==> config.mk <==
export PLATFORM = sky130hd
export DESIGN_NAME = hpdmc_refresh
export DESIGN_NICKNAME = d
export VERILOG_FILES = /design/src/rtl/hpdmc_refresh.sv
export SDC_FILE = /design/constraint.sdc
export NUM_CORES = 1
export LEC_CHECK = 0
export CAP_MARGIN = 20
export CORE_MARGIN = 2
export CORE_UTILIZATION = 40
export DETAILED_ROUTE_END_ITERATION = 7
export DONT_BUFFER_PORTS = 1
export PLACE_DENSITY = 0.63
export SETUP_SLACK_MARGIN = 0.1
export SYNTH_ARGS = -nofsm -noshare
export SYNTH_HDL_FRONTEND = slang
export SYNTH_SLANG_ARGS = --single-unit
==> constraint.sdc <==
create_clock -name sys_clk -period 1.9 [get_ports sys_clk]
set_clock_uncertainty 0.1 [all_clocks]
set_input_delay 0.285 -clock sys_clk [delete_from_list [all_inputs] [get_ports sys_clk]]
set_output_delay 0.285 -clock sys_clk [all_outputs]
set_load 0.005 [all_outputs]
==> src/rtl/hpdmc_refresh.sv <==
// SDRAM auto-refresh sequencer.
// An interval counter produces refresh ticks that accumulate in an owed-refresh
// counter. When refreshes are owed, the block holds off the datapath, waits for
// it to go idle, precharges all banks and issues AUTO REFRESH commands back to
// back until the backlog is cleared. All outputs are registered from the
// next-state decode, so a command appears in the same cycle the FSM is in it.
module hpdmc_refresh (
  input  logic        sys_clk,
  input  logic        sys_rst,
  input  logic        sdram_rst,
  input  logic        bypass,
  input  logic [2:0]  tim_rp,
  input  logic [3:0]  tim_rfc,
  input  logic [10:0] tim_refi,
  input  logic        idle,
  output logic        hold,
  output logic        ref_cs_n,
  output logic        ref_ras_n,
  output logic        ref_cas_n,
  output logic        ref_we_n,
  output logic        ref_a10,
  output logic [2:0]  ref_pending,
  output logic        ref_overflow
);

  typedef enum logic [2:0] {
    S_IDLE, S_WAIT_IDLE, S_PRECHARGE, S_WAIT_RP, S_REFRESH, S_WAIT_RFC
  } state_e;

  localparam logic [3:0] CMD_NOP = 4'b1111;
  localparam logic [3:0] CMD_PRE = 4'b0010;
  localparam logic [3:0] CMD_REF = 4'b0001;

  state_e      state_q, state_d;
  logic [10:0] refi_q, refi_d;
  logic [3:0]  wait_q, wait_d;
  logic [2:0]  pending_q, pending_d;
  logic        ovf_q, ovf_d;
  logic        hold_q, hold_d;
  logic [3:0]  cmd_q, cmd_d;
  logic        a10_q, a10_d;

  logic active, tick, do_ref;

  assign active = ~sdram_rst & ~bypass;
  assign tick   = active & (refi_q == '0);
  assign do_ref = (state_q == S_REFRESH);

  // Interval counter: reload while inactive or on expiry, else count down
  always_comb begin
    refi_d = refi_q - 11'd1;
    if (!active || refi_q == '0) refi_d = tim_refi;
  end

  // Owed-refresh bookkeeping; a tick that cannot be recorded marks overflow
  always_comb begin
    pending_d = pending_q;
    ovf_d     = ovf_q;
    if (!active) begin
      pending_d = '0;
    end else if (tick && !do_ref) begin
      if (pending_q == 3'd7) ovf_d = 1'b1;
      else                   pending_d = pending_q + 3'd1;
    end else if (!tick && do_ref) begin
      pending_d = pending_q - 3'd1;
    end
  end

  // FSM state register and all registered outputs
  always_ff @(posedge sys_clk) begin
    if (sys_rst) begin
      state_q   <= S_IDLE;
      refi_q    <= tim_refi;
      wait_q    <= '0;
      pending_q <= '0;
      ovf_q     <= 1'b0;
      hold_q    <= 1'b0;
      cmd_q     <= CMD_NOP;
      a10_q     <= 1'b0;
    end else begin
      state_q   <= state_d;
      refi_q    <= refi_d;
      wait_q    <= wait_d;
      pending_q <= pending_d;
      ovf_q     <= ovf_d;
      hold_q    <= hold_d;
      cmd_q     <= cmd_d;
      a10_q     <= a10_d;
    end
  end

  // Next-state decode; wait counters load tim_* on entry so later changes
  // to the timing inputs do not disturb a wait already in progress.
  // Back-to-back decisions use the owed count as it will be after this edge.
  always_comb begin
    state_d = state_q;
    wait_d  = wait_q;
    if (!active) begin
      state_d = S_IDLE;
    end else begin
      case (state_q)
        S_IDLE:      if (pending_q != '0) state_d = S_WAIT_IDLE;
        S_WAIT_IDLE: if (idle) state_d = S_PRECHARGE;
        S_PRECHARGE: begin
          if (tim_rp == '0) begin
            state_d = S_REFRESH;
          end else begin
            state_d = S_WAIT_RP;
            wait_d  = {1'b0, tim_rp} - 4'd1;
          end
        end
        S_WAIT_RP: begin
          if (wait_q == '0) state_d = S_REFRESH;
          else              wait_d  = wait_q - 4'd1;
        end
        S_REFRESH: begin
          if (tim_rfc == '0) begin
            state_d = (pending_d != '0) ? S_REFRESH : S_IDLE;
          end else begin
            state_d = S_WAIT_RFC;
            wait_d  = tim_rfc - 4'd1;
          end
        end
        S_WAIT_RFC: begin
          if (wait_q == '0) state_d = (pending_d != '0) ? S_REFRESH : S_IDLE;
          else              wait_d  = wait_q - 4'd1;
        end
        default: state_d = S_IDLE;
      endcase
    end
  end

  // Output decode from the upcoming state so commands line up with the state
  always_comb begin
    cmd_d  = CMD_NOP;
    a10_d  = 1'b0;
    hold_d = (state_d != S_IDLE);
    case (state_d)
      S_PRECHARGE: begin cmd_d = CMD_PRE; a10_d = 1'b1; end
      S_REFRESH:   cmd_d = CMD_REF;
      default:     ;
    endcase
  end

  assign hold         = hold_q;
  assign ref_cs_n     = cmd_q[3];
  assign ref_ras_n    = cmd_q[2];
  assign ref_cas_n    = cmd_q[1];
  assign ref_we_n     = cmd_q[0];
  assign ref_a10      = a10_q;
  assign ref_pending  = pending_q;
  assign ref_overflow = ovf_q;

endmodule

# Word-level counts from Yosys, hierarchy flattened
# Index checks and enable logic that the tools add are counted.
[word_totals] reg_bits=28 input_bits=23 output_inout_bits=10 word_cells=68
[classes] n_addsub=6 n_eq_ne=11 muxes=21 bitwise_logic=4 reduce_logical=18
[op_table] operator="3-bit two-way mux" count=12
[op_table] operator="11-bit two-way mux" count=2
[op_table] operator="3-bit case mux with 6 select lines" count=1
[op_table] operator="3-bit == test, second input constant" count=4
[op_table] operator="4-bit two-way mux" count=3
[op_table] operator="4-bit case mux with 3 select lines" count=1
[op_table] operator="3-bit nonzero test" count=4
[op_table] operator="11-bit zero test" count=1
[op_table] operator="11-bit by 1-bit subtractor with 11-bit output, second input constant" count=1
[op_table] operator="3-bit by 2-bit == test with 1-bit output, second input constant" count=3
[op_table] operator="4-bit zero test" count=2
[op_table] operator="4-bit case mux with 2 select lines" count=1
[op_table] operator="4-bit by 1-bit subtractor with 4-bit output, second input constant" count=2
[op_table] operator="3-bit zero test" count=2
[op_table] operator="2-bit inequality test, second input constant" count=3
[op_table] operator="5-bit AND reduction" count=1
[op_table] operator="3-bit by 1-bit subtractor with 4-bit output, second input constant" count=1
[op_table] operator="3-bit by 1-bit adder with 3-bit output, second input constant" count=1
[op_table] operator="3-bit by 1-bit == test with 1-bit output, second input constant" count=1
[op_table] operator="1-bit zero test" count=3
[op_table] operator="3-bit AND reduction" count=1
[op_table] operator="3-bit by 1-bit subtractor with 3-bit output, second input constant" count=1
[op_table] operator="1-bit bitwise AND" count=2
[op_table] operator="1-bit logical AND" count=2
[op_table] operator="4 further kinds" count=5

# Depth between registers and ports, before layout
[depth] ltp_word=15 ltp_mapped=8 mapped_depth_nobuf=7

# Worst setup path after synthesis
# OpenSTA, ideal clock, no wires.
[synth_timing] path_type="flip-flop to flip-flop" startpoint="register refi_q[0]" endpoint="register cmd_q[1]" setup_ns=0.127 t_arrival_ns=1.847 t_required_ns=1.673 setup_slack_ns=-0.175 path_stages_with_launch=9 path_buffers=1 period_less_slack_ns=2.075 cell_sequence="dfxtp_1 inv_1 ha_1 and2b_1 and4_1 buf_4 a311oi_2 nor4_2 or3b_1"
[synth_via] elab_chain_cells=14 word_cells_on_any_way=17 classes_between="eq/ne (2); mux (9); bitwise (1); reduce/logical (5)"
[synth_rtl] item="from (decl)" line="35" source="logic [10:0] refi_q, refi_d;"
[synth_rtl] item="from (signal assigned)" line="73" source="refi_q <= tim_refi;"
[synth_rtl] item="from (signal assigned)" line="82" source="refi_q <= refi_d;"
[synth_rtl] item="11-bit zero test *" line="46" source="assign tick = active & (refi_q == '0);"
[synth_rtl] item="1-bit bitwise AND *" line="46"
[synth_rtl] item="1-bit zero test" line="64" source="end else if (!tick && do_ref) begin"
[synth_rtl] item="1-bit logical AND" line="64"
[synth_rtl] item="3-bit two-way mux" line="64"
[synth_rtl] item="3-bit two-way mux *" line="61" source="end else if (tick && !do_ref) begin"
[synth_rtl] item="3-bit two-way mux *" line="59" source="if (!active) begin"
[synth_rtl] item="3-bit nonzero test *" line="118, 125"
[synth_rtl] item="3-bit two-way mux *" line="118, 125"
[synth_rtl] item="3-bit two-way mux, on equally long branches" line="125, 117"
[synth_rtl] item="3-bit case mux with 6 select lines *" line="101" source="case (state_q)"
[synth_rtl] item="3-bit two-way mux *" line="98" source="if (!active) begin"
[synth_rtl] item="3-bit == test / 3-bit by 2-bit == test with 1-bit output (equally long branches)" line="138" source="case (state_d)"
[synth_rtl] item="4-bit case mux with 2 select lines *" line="138"
[synth_rtl] item="to (signal assigned)" line="87" source="cmd_q <= cmd_d;"
[synth_rtl] item="to (decl)" line="40" source="logic [3:0] cmd_q, cmd_d;"
# Mark *: on every way between the ends. The rest lies on a longest branch, timed or not.
# A chain may end at the register's enable or synchronous reset.

# Worst setup path in the final report
[layout_timing] startpoint="register state_q[0]" endpoint="register cmd_q[1]"
[layout_via] elab_chain_cells=12 word_cells_on_any_way=24 classes_between="eq/ne (7); mux (12); reduce/logical (5)"
[layout_rtl] item="from (decl)" line="34" source="state_e state_q, state_d;"
[layout_rtl] item="from (signal assigned)" line="81" source="state_q <= state_d;"
[layout_rtl] item="3-bit == test" line="47, 101"
[layout_rtl] item="1-bit logical AND / 1-bit zero test (equally long branches)" line="64, 61"
[layout_rtl] item="3-bit two-way mux / 1-bit logical AND (equally long branches)" line="64, 61"
[layout_rtl] item="3-bit two-way mux" line="61"
[layout_rtl] item="3-bit two-way mux" line="59"
[layout_rtl] item="3-bit nonzero test" line="118, 125"
[layout_rtl] item="3-bit two-way mux" line="118, 125"
[layout_rtl] item="3-bit two-way mux, on equally long branches" line="125, 117"
[layout_rtl] item="3-bit case mux with 6 select lines *" line="101"
[layout_rtl] item="3-bit two-way mux *" line="98"
[layout_rtl] item="3-bit == test / 3-bit by 2-bit == test with 1-bit output (equally long branches)" line="138"
[layout_rtl] item="4-bit case mux with 2 select lines *" line="138"
# Marks and branches as above.

==> summary.md <==
| Metric | Value |
|---|---|
| Syn. warnings | 0 |
| Max clock buf depth | 2 |
| Post-synth ARST share | 0% |
| GRT Overall Usage | 21.7% |
| DRC | 0 |
| Failing checks | negative setup slack |
| Width of the die | 67.9 microns |
| Routability cong. | 0.865 |
| Die height | between 60 and 70 microns |
| Antenna diode count | 0 |
| Post-synth EDFFs | 0 |
| Row count | 23 |
| Top FF cell, synth | dfxtp_1 |
| CTS root buffer | clkbuf_8 |
| Int Power | between 0.8 and 0.9 mW |
| Commonest cells after routing, fill and taps aside | 51 x buf_4, 18 x nand2_1, 15 x dfxtp_1, 12 x buf_6, 11 x nor2_1 |
| Max-slew violations | 0 |
| Hold Vio Cnt, Final | 0 |
| WL/cell | 17.2 microns |
| Routed vias | 1,680 |
| Post-Synthesis Cells | roughly 190 |
| CP arrival | 2.02 ns |
| Worst r2r path cells | 5 |
| Vias in the first global route | 1,672 |
| Logic pwr share | 14.2% |
| Syn_nets | about 210 |
| Initial Utilization | 41.1% |
| TritonCTS Sinks | 27 |
| Sw power | 0.292 mW |
| Pwr Density | 423 mW/mm^2 |
| First-pass GRT wire length | 7510 microns |
| Core Region | 0.00397 sq mm |
| Clock power frac | 31.0% |
| Final Setup Violations | 3 |
| Antenna violations before repair | 0 |
| DRT Wirelength | 5130 microns |
| Pre-CTS setup slack | -0.0997 ns |
| First-pass detailed-route iteration total | 4 |
| Clock transition at path regs | 0.10 ns |
| Post-Synthesis Cell Area | 0.00163 sq mm |
| HP Class | primary input to flop |
| Final core area utilization | between 60 and 70% |
| DR vias/cell | 5.62 |
| Synthesized area per cell | 8.78 sq um |
| Commonest non-fill, non-tap cell in the layout | buf_4 |
| Worst setup EP type | flop |
| FMAX | 509 MHz |
| IO Port Bufs | 0 |
| Status | finished with violations |
| Worst skew pair latency | 0.28 ns |
| CTS tree | built |
| Area after DPL | 0.00205 sq mm |
| Final WS setup | -0.0641 ns |
| Minimum clock period | 1.96 ns |
| H-tree depth | 1 |
| Max FO, Critical Path | 7 |
| Rel. slew slack | 72.9% |
| Seq pwr share | 54.8% |
| CP Launch Type | flop |
| Routed Antenna Nets | 0 |
| Hold path depth | 2 |
| Design Area, Final | ~0.0026 sq mm |
| Die area | 0.00461 sq mm |
| Max cap viols | 0 |
| Final net count | roughly 280 |
| Crit share post-route | 103% |
| CTS Buf Count | 3 |
| Share of cells above drive strength 1 | a little under three fifths |
| Grt ovf | 0 |
| Iter 0 DRT Violations | around 120 |
| Post-synthesis register bit count | 27 |
| Crit Path Category | flop to flop |
| IR drop worst, VDD | ~0.00031 V |
| RSZ-0062 raised after global routing | true |
| Synth-to-Final Area Change | 59.9% |
| Post-synthesis cell type count | 57 |
| Sequential fraction of the synthesis area | 33.1% |
| Actual slew at the worst max-slew pin | slightly above 0.4 ns |
| HPWL Detailed | 3230 microns |
| I/O pins | 33 |
| Post-route setup TNS | -0.130 ns |
| Leakage power | ~1.0 nW |
| Worst EP required | approximately 2 ns |
| Largest net degree at the start of global routing | 16 |
| Sw Ratio | between 20% and 30% |
[power by group through the flow]
stage          sequential (mW)  combinational [mW]  clock, mW
2_1_floorplan            0.618              0.0709          0
3_3_place_gp             0.614               0.111          0
3_5_place_dp             0.616               0.117          0
4_1_cts                  0.606               0.145      0.351
5_1_grt                  0.608               0.174      0.381
6_report                 0.606               0.157      0.343
[cell usage after synthesis, types with 2 or more instances]
library cell | instances | share of area, %
o21ai_0 | 12 | 3.7
dfxtp_1 | 27 | 33
nor4_1 | 2 | 0.77
and2b_1 | 2 | 0.92
nand2_1 | 20 | 4.6
a211oi_1 | 5 | 2.3
nor2_1 | 14 | 3.2
nor2b_1 | 3 | 1.1
ha_1 | 5 | 3.8
nor3_1 | 5 | 1.5
a31oi_1 | 2 | 0.77
or3_1 | 5 | 1.9
or4_4 | 2 | 1.4
mux2i_1 | 2 | 1.2
nor4_2 | 4 | 3.1
nand3b_1 | 2 | 0.92
a221oi_1 | 2 | 1.1
buf_2 | 2 | 0.61
o211a_1 | 2 | 1.2
o21ai_1 | 7 | 2.1
a21oi_1 | 4 | 1.2
xor2_1 | 3 | 1.6
buf_4 | 2 | 0.92
clkbuf_1 | 3 | 0.69
xnor2_1 | 7 | 3.8
a21o_1 | 2 | 0.92
and2_1 | 4 | 1.5
inv_1 | 7 | 1.6
[critical path, stage by stage (launching register included)]
cell,delay [ns]
dfxtp_4,0.41
or4b_4,0.51
o21ai_2,0.19
o2bb2ai_4,0.17
o21ai_1,0.10
or3b_1,0.37
[path summary, 6_finish.rpt]
path | to | slack (ns) | from
setup / recovery | cmd_q[1] | -0.06 | state_q[0]
hold / removal | refi_q[1] | 0.01 | tim_refi[1]
setup reg to reg | cmd_q[1] | -0.06 | state_q[0]
hold reg to reg | ref_overflow | 0.42 | ref_overflow
[flip-flops by register name (all words and copies together), names as in the netlist]
register	cells
cmd_q	3
hold	1
ref_a10	1
ref_overflow	1
ref_pending	3
refi_q	11
state_q	3
wait_q	4
[through the flow]
stage,hold WS (ns),power [mW],cells
global placement,0.260,0.725,272
detailed placement,0.261,0.733,272
global route,0.00584,1.16,299
finish,0.0106,1.11,299
CTS,0.00576,1.10,293
floorplan,0.257,0.689,186
[final cells by class]
cell class              count  area, sq um
clock buffers               3         41.3
clock inverters             1         5.00
fillers                   291         1360
inverters                   7         26.3
multi-input cells         145         1350
flip-flops and latches     27          566
well taps                  50         62.6
repair buffers             66          558
[layer usage]
metal / routed length [microns] / up-vias / track usage, %
met3: 280 / 12 / 3.45
met4: 100 / 0 / 10.0
met2: 2620 / 68 / 38.0
li1: - / 810 / -
met1: 2130 / 790 / 25.9
met5: 0 / - / 0
[repair_timing]
item                                    in CTS  in global routing
gates resized for setup                     36                 41
pin swaps                                   18                 22
endpoints found under the setup margin      14                 24
setup buffers                               16                  5
endpoints found under the hold margin        4                  1
hold buffers                                 1                  1
[cell families after synthesis]
family | after synthesis | share of synthesized area, %
mux | 2 | 1.23
flops | 27 | 33.1
simple gates | 78 | 29.8
buf+inv | 14 | 3.83
xor+xnor | 10 | 5.36
compound gates | 50 | 22.8
fa+ha+maj | 5 | 3.83
Note: power is estimated with default switching activity, not from simulation.
